`config.mk`:
```
export PLATFORM = sky130hd
export DESIGN_NAME = dwt_frame_sequencer
export DESIGN_NICKNAME = d
export VERILOG_FILES = /design/src/rtl/dwt_pkg.sv /design/src/rtl/dwt_sample_fifo.sv /design/src/rtl/dwt_frame_sequencer.sv
export SDC_FILE = /design/constraint.sdc
export NUM_CORES = 1
export LEC_CHECK = 0
export ABC_AREA = 1
export CORE_ASPECT_RATIO = 0.9
export CORE_MARGIN = 2
export CORE_UTILIZATION = 50
export DETAILED_ROUTE_END_ITERATION = 12
export PLACE_DENSITY = 0.73
export SLEW_MARGIN = 10
export SYNTH_ARGS = -nofsm -noshare
export SYNTH_HDL_FRONTEND = slang
export SYNTH_SLANG_ARGS = --single-unit
export TNS_END_PERCENT = 10
```
`constraint.sdc`:
```
create_clock -name clk -period 2.55 [get_ports clk]
set_input_delay 0.51 -clock clk [delete_from_list [all_inputs] [get_ports clk]]
set_output_delay 0.51 -clock clk [all_outputs]
set_load 0.03 [all_outputs]
```
`src/rtl/dwt_pkg.sv`:
```
// Shared types and constants for the DWT frame sequencer.
package dwt_pkg;

  localparam int unsigned SAMPLE_W = 8;
  localparam int unsigned PHASES   = 4;

  typedef enum logic [2:0] {
    IDLE,
    CLEAR,
    PRIME,
    RUN,
    FLUSH,
    DRAIN
  } state_t;

endpackage

```
`src/rtl/dwt_sample_fifo.sv`:
```
// Synchronous sample FIFO; a pop on empty returns zero and leaves state unchanged.
module dwt_sample_fifo
  import dwt_pkg::*;
#(
  parameter int unsigned FIFO_DEPTH = 8
) (
  input  logic                          clk,
  input  logic                          reset,
  input  logic                          push,
  input  logic [SAMPLE_W-1:0]           push_data,
  input  logic                          pop,
  output logic [SAMPLE_W-1:0]           pop_data,
  output logic [$clog2(FIFO_DEPTH):0]   count,
  output logic                          full,
  output logic                          empty
);

  localparam int unsigned AW = $clog2(FIFO_DEPTH);
  localparam logic [AW:0] DEPTH_C = (AW+1)'(FIFO_DEPTH);

  logic [SAMPLE_W-1:0] mem [FIFO_DEPTH];
  logic [AW-1:0]       wr_ptr;
  logic [AW-1:0]       rd_ptr;
  logic                do_push;
  logic                do_pop;

  assign full     = (count == DEPTH_C);
  assign empty    = (count == '0);
  assign do_push  = push && !full;
  assign do_pop   = pop && !empty;
  assign pop_data = empty ? '0 : mem[rd_ptr];

  // Pointer and occupancy bookkeeping
  always_ff @(posedge clk or negedge reset) begin
    if (!reset) begin
      wr_ptr <= '0;
      rd_ptr <= '0;
      count  <= '0;
    end else begin
      if (do_push) wr_ptr <= wr_ptr + 1'b1;
      if (do_pop)  rd_ptr <= rd_ptr + 1'b1;
      case ({do_push, do_pop})
        2'b10:   count <= count + 1'b1;
        2'b01:   count <= count - 1'b1;
        default: ;
      endcase
    end
  end

  // Sample storage (contents need no reset)
  always_ff @(posedge clk) begin
    if (do_push) mem[wr_ptr] <= push_data;
  end

endmodule

```
`src/rtl/dwt_frame_sequencer.sv`:
```
// Frame controller: buffers input samples, clears and feeds the DWT datapath
// phase-aligned, zero-flushes it, and captures tagged L/H results.
module dwt_frame_sequencer
  import dwt_pkg::*;
#(
  parameter int unsigned FIFO_DEPTH   = 8,
  parameter int unsigned START_LEVEL  = 4,
  parameter int unsigned GW           = 8,
  parameter int unsigned OUT_LAT      = 6,
  parameter int unsigned FLUSH_GROUPS = 2
) (
  input  logic                clk,
  input  logic                reset,
  input  logic                start,
  input  logic [GW-1:0]       cfg_frame_groups,
  input  logic [SAMPLE_W-1:0] s_data,
  input  logic                s_valid,
  output logic                s_ready,
  output logic                dwt_reset,
  output logic [SAMPLE_W-1:0] dwt_in_data,
  input  logic [SAMPLE_W-1:0] dwt_L,
  input  logic [SAMPLE_W-1:0] dwt_H,
  output logic [SAMPLE_W-1:0] m_l,
  output logic [SAMPLE_W-1:0] m_h,
  output logic                m_valid,
  output logic                m_last,
  output logic                busy,
  output logic                frame_done,
  output logic                underrun_err
);

  localparam int unsigned CW   = $clog2(FIFO_DEPTH) + 1;
  localparam int unsigned FLW  = $clog2(PHASES * FLUSH_GROUPS);
  localparam int unsigned TAGS = OUT_LAT - 1;
  localparam logic [CW-1:0]  START_LVL  = CW'(START_LEVEL);
  localparam logic [FLW-1:0] FLUSH_LAST = FLW'(PHASES * FLUSH_GROUPS - 1);

  state_t              state, state_nxt;
  logic [1:0]          phase;
  logic [1:0]          sub;
  logic [GW-1:0]       grp;
  logic [GW-1:0]       groups_q;
  logic [FLW-1:0]      flush_cnt;
  logic [TAGS-1:0]     tag_v;
  logic [TAGS-1:0]     tag_l;
  logic                tag_load;
  logic                last_grp;
  logic                fifo_pop;
  logic                fifo_full;
  logic                fifo_empty;
  logic [SAMPLE_W-1:0] fifo_data;
  logic [CW-1:0]       fifo_count;

  dwt_sample_fifo #(
    .FIFO_DEPTH(FIFO_DEPTH)
  ) u_fifo (
    .clk      (clk),
    .reset    (reset),
    .push     (s_valid),
    .push_data(s_data),
    .pop      (fifo_pop),
    .pop_data (fifo_data),
    .count    (fifo_count),
    .full     (fifo_full),
    .empty    (fifo_empty)
  );

  assign s_ready  = !fifo_full;
  assign busy     = (state != IDLE);
  assign last_grp = (grp == groups_q - 1'b1);

  // Next-state, datapath feed and tag-load decode
  always_comb begin
    state_nxt   = state;
    fifo_pop    = 1'b0;
    dwt_in_data = '0;
    tag_load    = 1'b0;
    frame_done  = 1'b0;
    case (state)
      IDLE:  if (start && cfg_frame_groups != '0) state_nxt = CLEAR;
      CLEAR: state_nxt = PRIME;
      // Leave on phase 3 so the first RUN cycle lands on datapath phase 0
      PRIME: if (phase == 2'd3 && fifo_count >= START_LVL) state_nxt = RUN;
      RUN: begin
        fifo_pop    = 1'b1;
        dwt_in_data = fifo_data;
        tag_load    = (sub == 2'd0);
        if (sub == 2'd3 && last_grp) state_nxt = FLUSH;
      end
      FLUSH: if (flush_cnt == FLUSH_LAST) state_nxt = DRAIN;
      DRAIN: begin
        if (tag_v == '0 && !m_valid) begin
          state_nxt  = IDLE;
          frame_done = 1'b1;
        end
      end
      default: state_nxt = IDLE;
    endcase
  end

  // Control state, counters, frame length latch and underrun flag
  always_ff @(posedge clk or negedge reset) begin
    if (!reset) begin
      state        <= IDLE;
      dwt_reset    <= 1'b1;
      phase        <= '0;
      sub          <= '0;
      grp          <= '0;
      groups_q     <= '0;
      flush_cnt    <= '0;
      underrun_err <= 1'b0;
    end else begin
      state     <= state_nxt;
      dwt_reset <= (state_nxt == CLEAR);
      phase     <= (state == CLEAR) ? 2'd0 : phase + 2'd1;
      if (state == IDLE && state_nxt == CLEAR) begin
        groups_q     <= cfg_frame_groups;
        underrun_err <= 1'b0;
      end else if (state == RUN && fifo_empty) begin
        underrun_err <= 1'b1;
      end
      if (state == CLEAR) begin
        sub <= '0;
        grp <= '0;
      end else if (state == RUN) begin
        sub <= sub + 2'd1;
        if (sub == 2'd3) grp <= grp + 1'b1;
      end
      flush_cnt <= (state == FLUSH) ? flush_cnt + 1'b1 : '0;
    end
  end

  // Tag pipeline; the m_valid register forms its final stage
  always_ff @(posedge clk or negedge reset) begin
    if (!reset) begin
      tag_v   <= '0;
      tag_l   <= '0;
      m_valid <= 1'b0;
      m_last  <= 1'b0;
      m_l     <= '0;
      m_h     <= '0;
    end else begin
      tag_v   <= (tag_v << 1) | TAGS'(tag_load);
      tag_l   <= (tag_l << 1) | TAGS'(tag_load && last_grp);
      m_valid <= tag_v[TAGS-1];
      m_last  <= tag_v[TAGS-1] && tag_l[TAGS-1];
      if (tag_v[TAGS-1]) begin
        m_l <= dwt_L;
        m_h <= dwt_H;
      end
    end
  end

endmodule

```
==> results of run 1 <==
[kinds of logic (layout without fill, tap and decap cells)]
| family | Yosys count | after routing | synth area share (%) |
|---|---|---|---|
| and+or+nand+nor | 223 | 223 | 17.2 |
| DFF | 130 | 130 | 63.9 |
| AOI/OAI and AO/OA | 68 | 68 | 7.20 |
| xor gates and xnor gates | 9 | 9 | 1.41 |
| muxes | 16 | 16 | 3.22 |
| adders and majority gates | 13 | 13 | 3.04 |
| buffers and inverters | 58 | 164 | 4.09 |
[per-layer routing]
layer / GRT usage [%] / vias to the layer above / share of wire, %
met5: 0 / - / 0
met4: 7.49 / 0 / 1.1
met3: 5.94 / 13 / 6.0
met2: 33.2 / 117 / 50
met1: 26.2 / 1911 / 43
li1: - / 1941 / -
[repair_timing]
| item | 4_1_cts | 5_1_grt |
|---|---|---|
| endpoints found under the setup margin | 2 | 6 |
| gates resized for setup | 1 | 5 |
| buffers inserted | 0 | 2 |
| pin swaps | 0 | 0 |
[through the flow]
stage / util [%] / setup TNS, ns
finish: 65.8 / 0
detailed placement: 60.1 / 0
global placement: 60.1 / 0
global route: 65.8 / -0.00511
floorplan: - / 0
CTS: 65.4 / 0
[final timing paths]
kind	end	slack, ns
min reg2reg	tag_l[3]	0.35
max	dwt_in_data[6]	0.1
max in group asynchronous	dwt_reset	1.77
min	flush_cnt[1]	0.10
max reg2reg	u_fifo.count[3]	0.28
min in group clk	tag_l[3]	0.35
[report_power, final]
group / leakage (nW) / internal [W] / switching, W
combinational: 1.34 / 0.00134 / 0.00206
clock: 0.269 / 0.00146 / 0.000888
sequential: 1.39 / 0.00271 / 0.000268
total: 3.00 / 0.00551 / 0.00321
[worst max-delay path: stages, from the launching register on]
cell and delay (ns):
dfrtp_1 0.47, nor2_8 0.21, nand2_2 0.10, inv_1 0.10, buf_4 0.19, o21ai_0 0.12
nor2_1 0.16, buf_4 0.18
[final cells by class]
cell class / count / area [sq um]
fill: 831 / 3720
sequential: 130 / 3580
multi-input combinational: 329 / 1800
timing repair buffer: 88 / 822
clock buffer: 19 / 443
tap: 152 / 190
inverter: 44 / 165
clock inverter: 13 / 138
[placed cells by master, fill, tap and decap left out, types with 5 or more instances in the layout]
| cell type | n |
|---|---|
| clkbuf_16 | 17 |
| o32ai_1 | 15 |
| o21ai_0 | 42 |
| nand2_1 | 81 |
| nor2_1 | 101 |
| inv_1 | 40 |
| edfxtp_1 | 64 |
| clkdlybuf4s50_1 | 56 |
| mux2_2 | 16 |
| a21oi_1 | 8 |
| nand3_1 | 12 |
| nor4_1 | 5 |
| dfrtp_1 | 64 |
| xor2_1 | 5 |
| ha_1 | 12 |
| buf_4 | 28 |
| clkinvlp_4 | 5 |
[registers in the layout, summed over array words and instances, names as in the netlist, 4 cells and up]
signal,flops
tag_l,5
grp,8
m_l,8
groups_q,8
tag_v,5
m_h,8
u_fifo.mem,64
u_fifo.count,4
==> impl_metrics.csv, run 1 <==
group,metric,value,unit
synth,syn_nets,566,
setup_path,cp.arrival,1.94,ns
detailed_routing,ant_nets,0,
setup_path,rr_worst_depth,11,
layout,drive_above_1_share,15.7,%
sta,grt_setup_unrepaired,"yes",
die,initial_core_util,51.6,%
grt,grt_max_degree,42,
detailed_routing,dr.first_iter.drc_count,298,
place,portBuffers,66,
layout,diodes,0,
sta,hold_slack,0.101,ns
place,hpwlAfterDp,7860,um
setup_path,start_kind,"flop",
grt,antenna_found_initial,0,
die,ios,67,
clocking,cts_buffers,17,
layout,nNetsFinal,659,
clocking,clockRootBuffer,"clkbuf_16",
die,dieArea,0.0121,sq mm
clocking,cts_sinks,130,
place,gp_congestion,0.791,
place,placed_cell_area,0.00652,sq mm
setup_path,crit_path_end_kind,"primary output",
sta,finalHoldViolations,0,
detailed_routing,routed_via_density,5.14,
clocking,cts_tree,"done",
clocking,clock_path_buffers,2,
synth,synth_area_leaders,"edfxtp_1, dfrtp_1, nor2_1, nand2_1, o21ai_0",
grt,grt_pass1_vias,4002,
die,dieWidth,116,um
grt,grt_pass1_wl,18800,um
detailed_routing,first_pass_iters,6,
sta,fin_ws,0.0991,ns
setup_path,rr_startpoint,"u_fifo.count[0]",
synth,ys_seq_elements,130,
synth,synth_top_cells_by_count,"nor2_1, nand2_1, dfrtp_1",
synth,synthFlopType,"dfrtp_1",
sta,slew_viol_final,0,
layout,fin_area,0.00714,sq mm
synth,async_flop_share,50.8,%
die,num_rows,36,
layout,area_growth,27.5,%
synth,synth_top_area_cell,"edfxtp_1",
sta,fmax,408,MHz
pwr,peakVddDrop,493,uV
sta,timing.final.crit_period,2.45,ns
sta,clock_skew,0.00461,ns
min_path,hp-class,"in -> async",
detailed_routing,routed_wl,11600,um
outcome,status,"completed",
clocking,htreeDepth,4,
setup_path,worstPathMaxFanout,10,
setup_path,required,2.04,ns
sta,slew_headroom,59.9,%
clocking,path_clk_slew,0.06,ns
die,coreArea,0.0109,sq mm
place,dpl.cell_count,741,
pwr,p_total,0.00872,W
synth,syn_avg_cell_area,10.8,sq um
detailed_routing,drc,0,
synth,ys_seq_area_share,63.9,%
synth,synth_area,0.00560,sq mm
grt,track_usage,20.5,%
clocking,cts_hold_buf,0,
clocking,clock_latency,0.41,ns
setup_path,timing.critical_path.from,"state[2]",
detailed_routing,wl_per_cell,15.0,um
pwr,powerDensity,1220,mW/mm^2
synth,synthCells,517,
place,pre_cts_slack,0.119,ns
synth,post_synth_num_cell_types,33,
layout,fin_cells,775,
synth,yosysWarnings,0,
synth,yosysMostFrequentCell,"nor2_1",
die,die_h,104,um
sta,setup_viol,0,
grt,global_route.overflow_total,0,
run,drv_cap,0,
synth,netlist.area_leader.share,34.3,%
sta,period_share,96.1,%
sta,tightestPinTransition,0.601,ns
setup_path,criticalPathCategory,"reg -> out",
pwr,p_leak,3.00,nW
synth,synth_edf_count,64,
detailed_routing,vias,3982,
Note: power is estimated with default switching activity, not from simulation.
==> run 2, diff against run 1 <==
clock period = 2.9 ns   (was 2.55 ns; I/O delays follow)
==> impl_metrics.csv, run 2 (synthesis gave the netlist of run 1 again) <==
group,metric,value,unit
die,dieArea,0.0121,sq mm
pwr,p_leak,2.94,nW
clocking,clock_latency,0.42,ns
layout,final_common_cell,"nor2_1",
setup_path,max_stage_delay,0.72,ns
layout,largest_reg_flops,64,
detailed_routing,ant_nets,0,
die,coreArea,0.0109,sq mm
clocking,cts_tree,"done",
sta,clock_skew,0.0163,ns
clocking,path_clk_slew,0.06,ns
setup_path,critPathMostFrequentCell,"nor4_1",
layout,nNetsFinal,651,
setup_path,crit_path_end_kind,"primary output",
detailed_routing,routed_wl,11300,um
clocking,htreeDepth,4,
sta,finalHoldViolations,0,
grt,track_usage,20.3,%
pwr,powerDensity,1060,mW/mm^2
place,hpwlAfterDp,7570,um
sta,grt_setup_unrepaired,"no",
layout,final_cell_mix,"nor2_1, nand2_1, dfrtp_1, edfxtp_1, clkdlybuf4s50_1",
grt,grt_max_degree,67,
setup_path,crit_slowest_cell,"clkdlybuf4s50_1",
setup_path,required,2.32,ns
sta,tightestPinTransition,0.810,ns
clocking,clockRootBuffer,"clkbuf_16",
detailed_routing,dr.first_iter.drc_count,251,
min_path,hp-class,"in -> async",
sta,timing.final.crit_period,2.80,ns
setup_path,path_cells,"nor4_1 -> nand2_1 -> nor4_1 -> clkdlybuf4s50_1",
layout,nFillCells,829,
die,dieWidth,116,um
detailed_routing,vias,3881,
setup_path,start_kind,"flop",
sta,slew_viol_final,0,
setup_path,worstPathMaxFanout,2,
place,portBuffers,66,
grt,global_route.overflow_total,0,
layout,top_register,"u_fifo.mem",
sta,slew_headroom,46.0,%
place,pre_cts_slack,0.332,ns
setup_path,criticalPathCategory,"reg -> out",
setup_path,cp.arrival,2.22,ns
die,die_h,104,um
layout,area_growth,25.5,%
layout,diodes,0,
grt,antenna_found_initial,0,
run,drv_cap,0,
detailed_routing,drc,0,
outcome,status,"completed",
detailed_routing,routed_via_density,5.06,
layout,drive_above_1_share,14.3,%
pwr,peakVddDrop,490,uV
sta,fmax,357,MHz
clocking,cts_sinks,130,
detailed_routing,wl_per_cell,14.8,um
sta,period_share,96.6,%
detailed_routing,first_pass_iters,5,
clocking,clock_path_buffers,2,
die,initial_core_util,51.6,%
clocking,cts_buffers,17,
grt,grt_pass1_wl,18700,um
clocking,post_cts_buffers,0,
sta,fin_ws,0.0998,ns
die,num_rows,36,
place,gp_congestion,0.791,
grt,grt_pass1_vias,3870,
sta,setup_viol,0,
sta,fin_setup_tns,0,ns
die,ios,67,
[run 2: routing by layer]
| layer | vias to the layer above | part of all wire (%) | GRT usage [%] | routed length [um] |
|---|---|---|---|---|
| li1 | 1925 | - | - | - |
| met1 | 1805 | 45 | 27.7 | 5130 |
| met2 | 132 | 48 | 30.8 | 5390 |
| met3 | 19 | 6.1 | 5.36 | 686 |
| met4 | 0 | 0.97 | 8.09 | 110 |
| met5 | - | 0 | 0 | 0 |
[run 2: path summary, 6_finish.rpt]
kind | startpoint | end | slack, ns | cells past startpoint
max in group asynchronous | reset | u_fifo.rd_ptr[1] | 1.99 | 2
max | tag_v[3] | frame_done | 0.1 | 4
min reg2reg | tag_l[0] | tag_l[1] | 0.35 | 0
min in group clk | tag_l[0] | tag_l[1] | 0.35 | 0
max reg2reg | state[1] | u_fifo.count[3] | 0.42 | 11
min | reset | groups_q[2] | 0.33 | 2
[run 2: repair_timing]
item                                    4_1_cts  5_1_grt
hold buffers                                  0        0
gates resized for setup                       0        1
endpoints found under the setup margin        0        5
hold endpoints to repair                      0        0
[run 2: final cells by class]
| type | count | area, sq um | share of cell area [%] |
|---|---|---|---|
| Sequential cell | 130 | 3580 | 50.9 |
| Multi-Input combinational cell | 329 | 1790 | 25.5 |
| Timing Repair Buffer | 80 | 741 | 10.5 |
| Clock buffer | 17 | 425 | 6.06 |
| Tap cell | 152 | 190 | 2.71 |
| Inverter | 44 | 165 | 2.35 |
| Clock inverter | 15 | 134 | 1.91 |
[run 2: critical path, delay by kind of cell, from the launching register on]
kind	cells	cell delay (ns)
flops	1	0.39
simple gates	3	0.70
buf+inv	1	0.72
[run 2: metrics by stage]
stage          util, %  hold slack [ns]  area [sq um]  cells  total power [W]
2_1_floorplan        -            0.284          5600    517          0.00453
3_3_place_gp      59.6            0.335          6460    735          0.00540
3_5_place_dp      59.6            0.339          6460    735          0.00550
4_1_cts           64.7            0.350          7020    767          0.00752
5_1_grt           64.7            0.351          7030    767          0.00791
6_report          64.7            0.326          7030    767          0.00747
[run 2: report_power, final]
part / internal (W) / switching, W / total [W]
clock: 0.00118 / 0.000800 / 0.00198
sequential: 0.00238 / 0.000317 / 0.00270
combinational: 0.00110 / 0.00170 / 0.00279
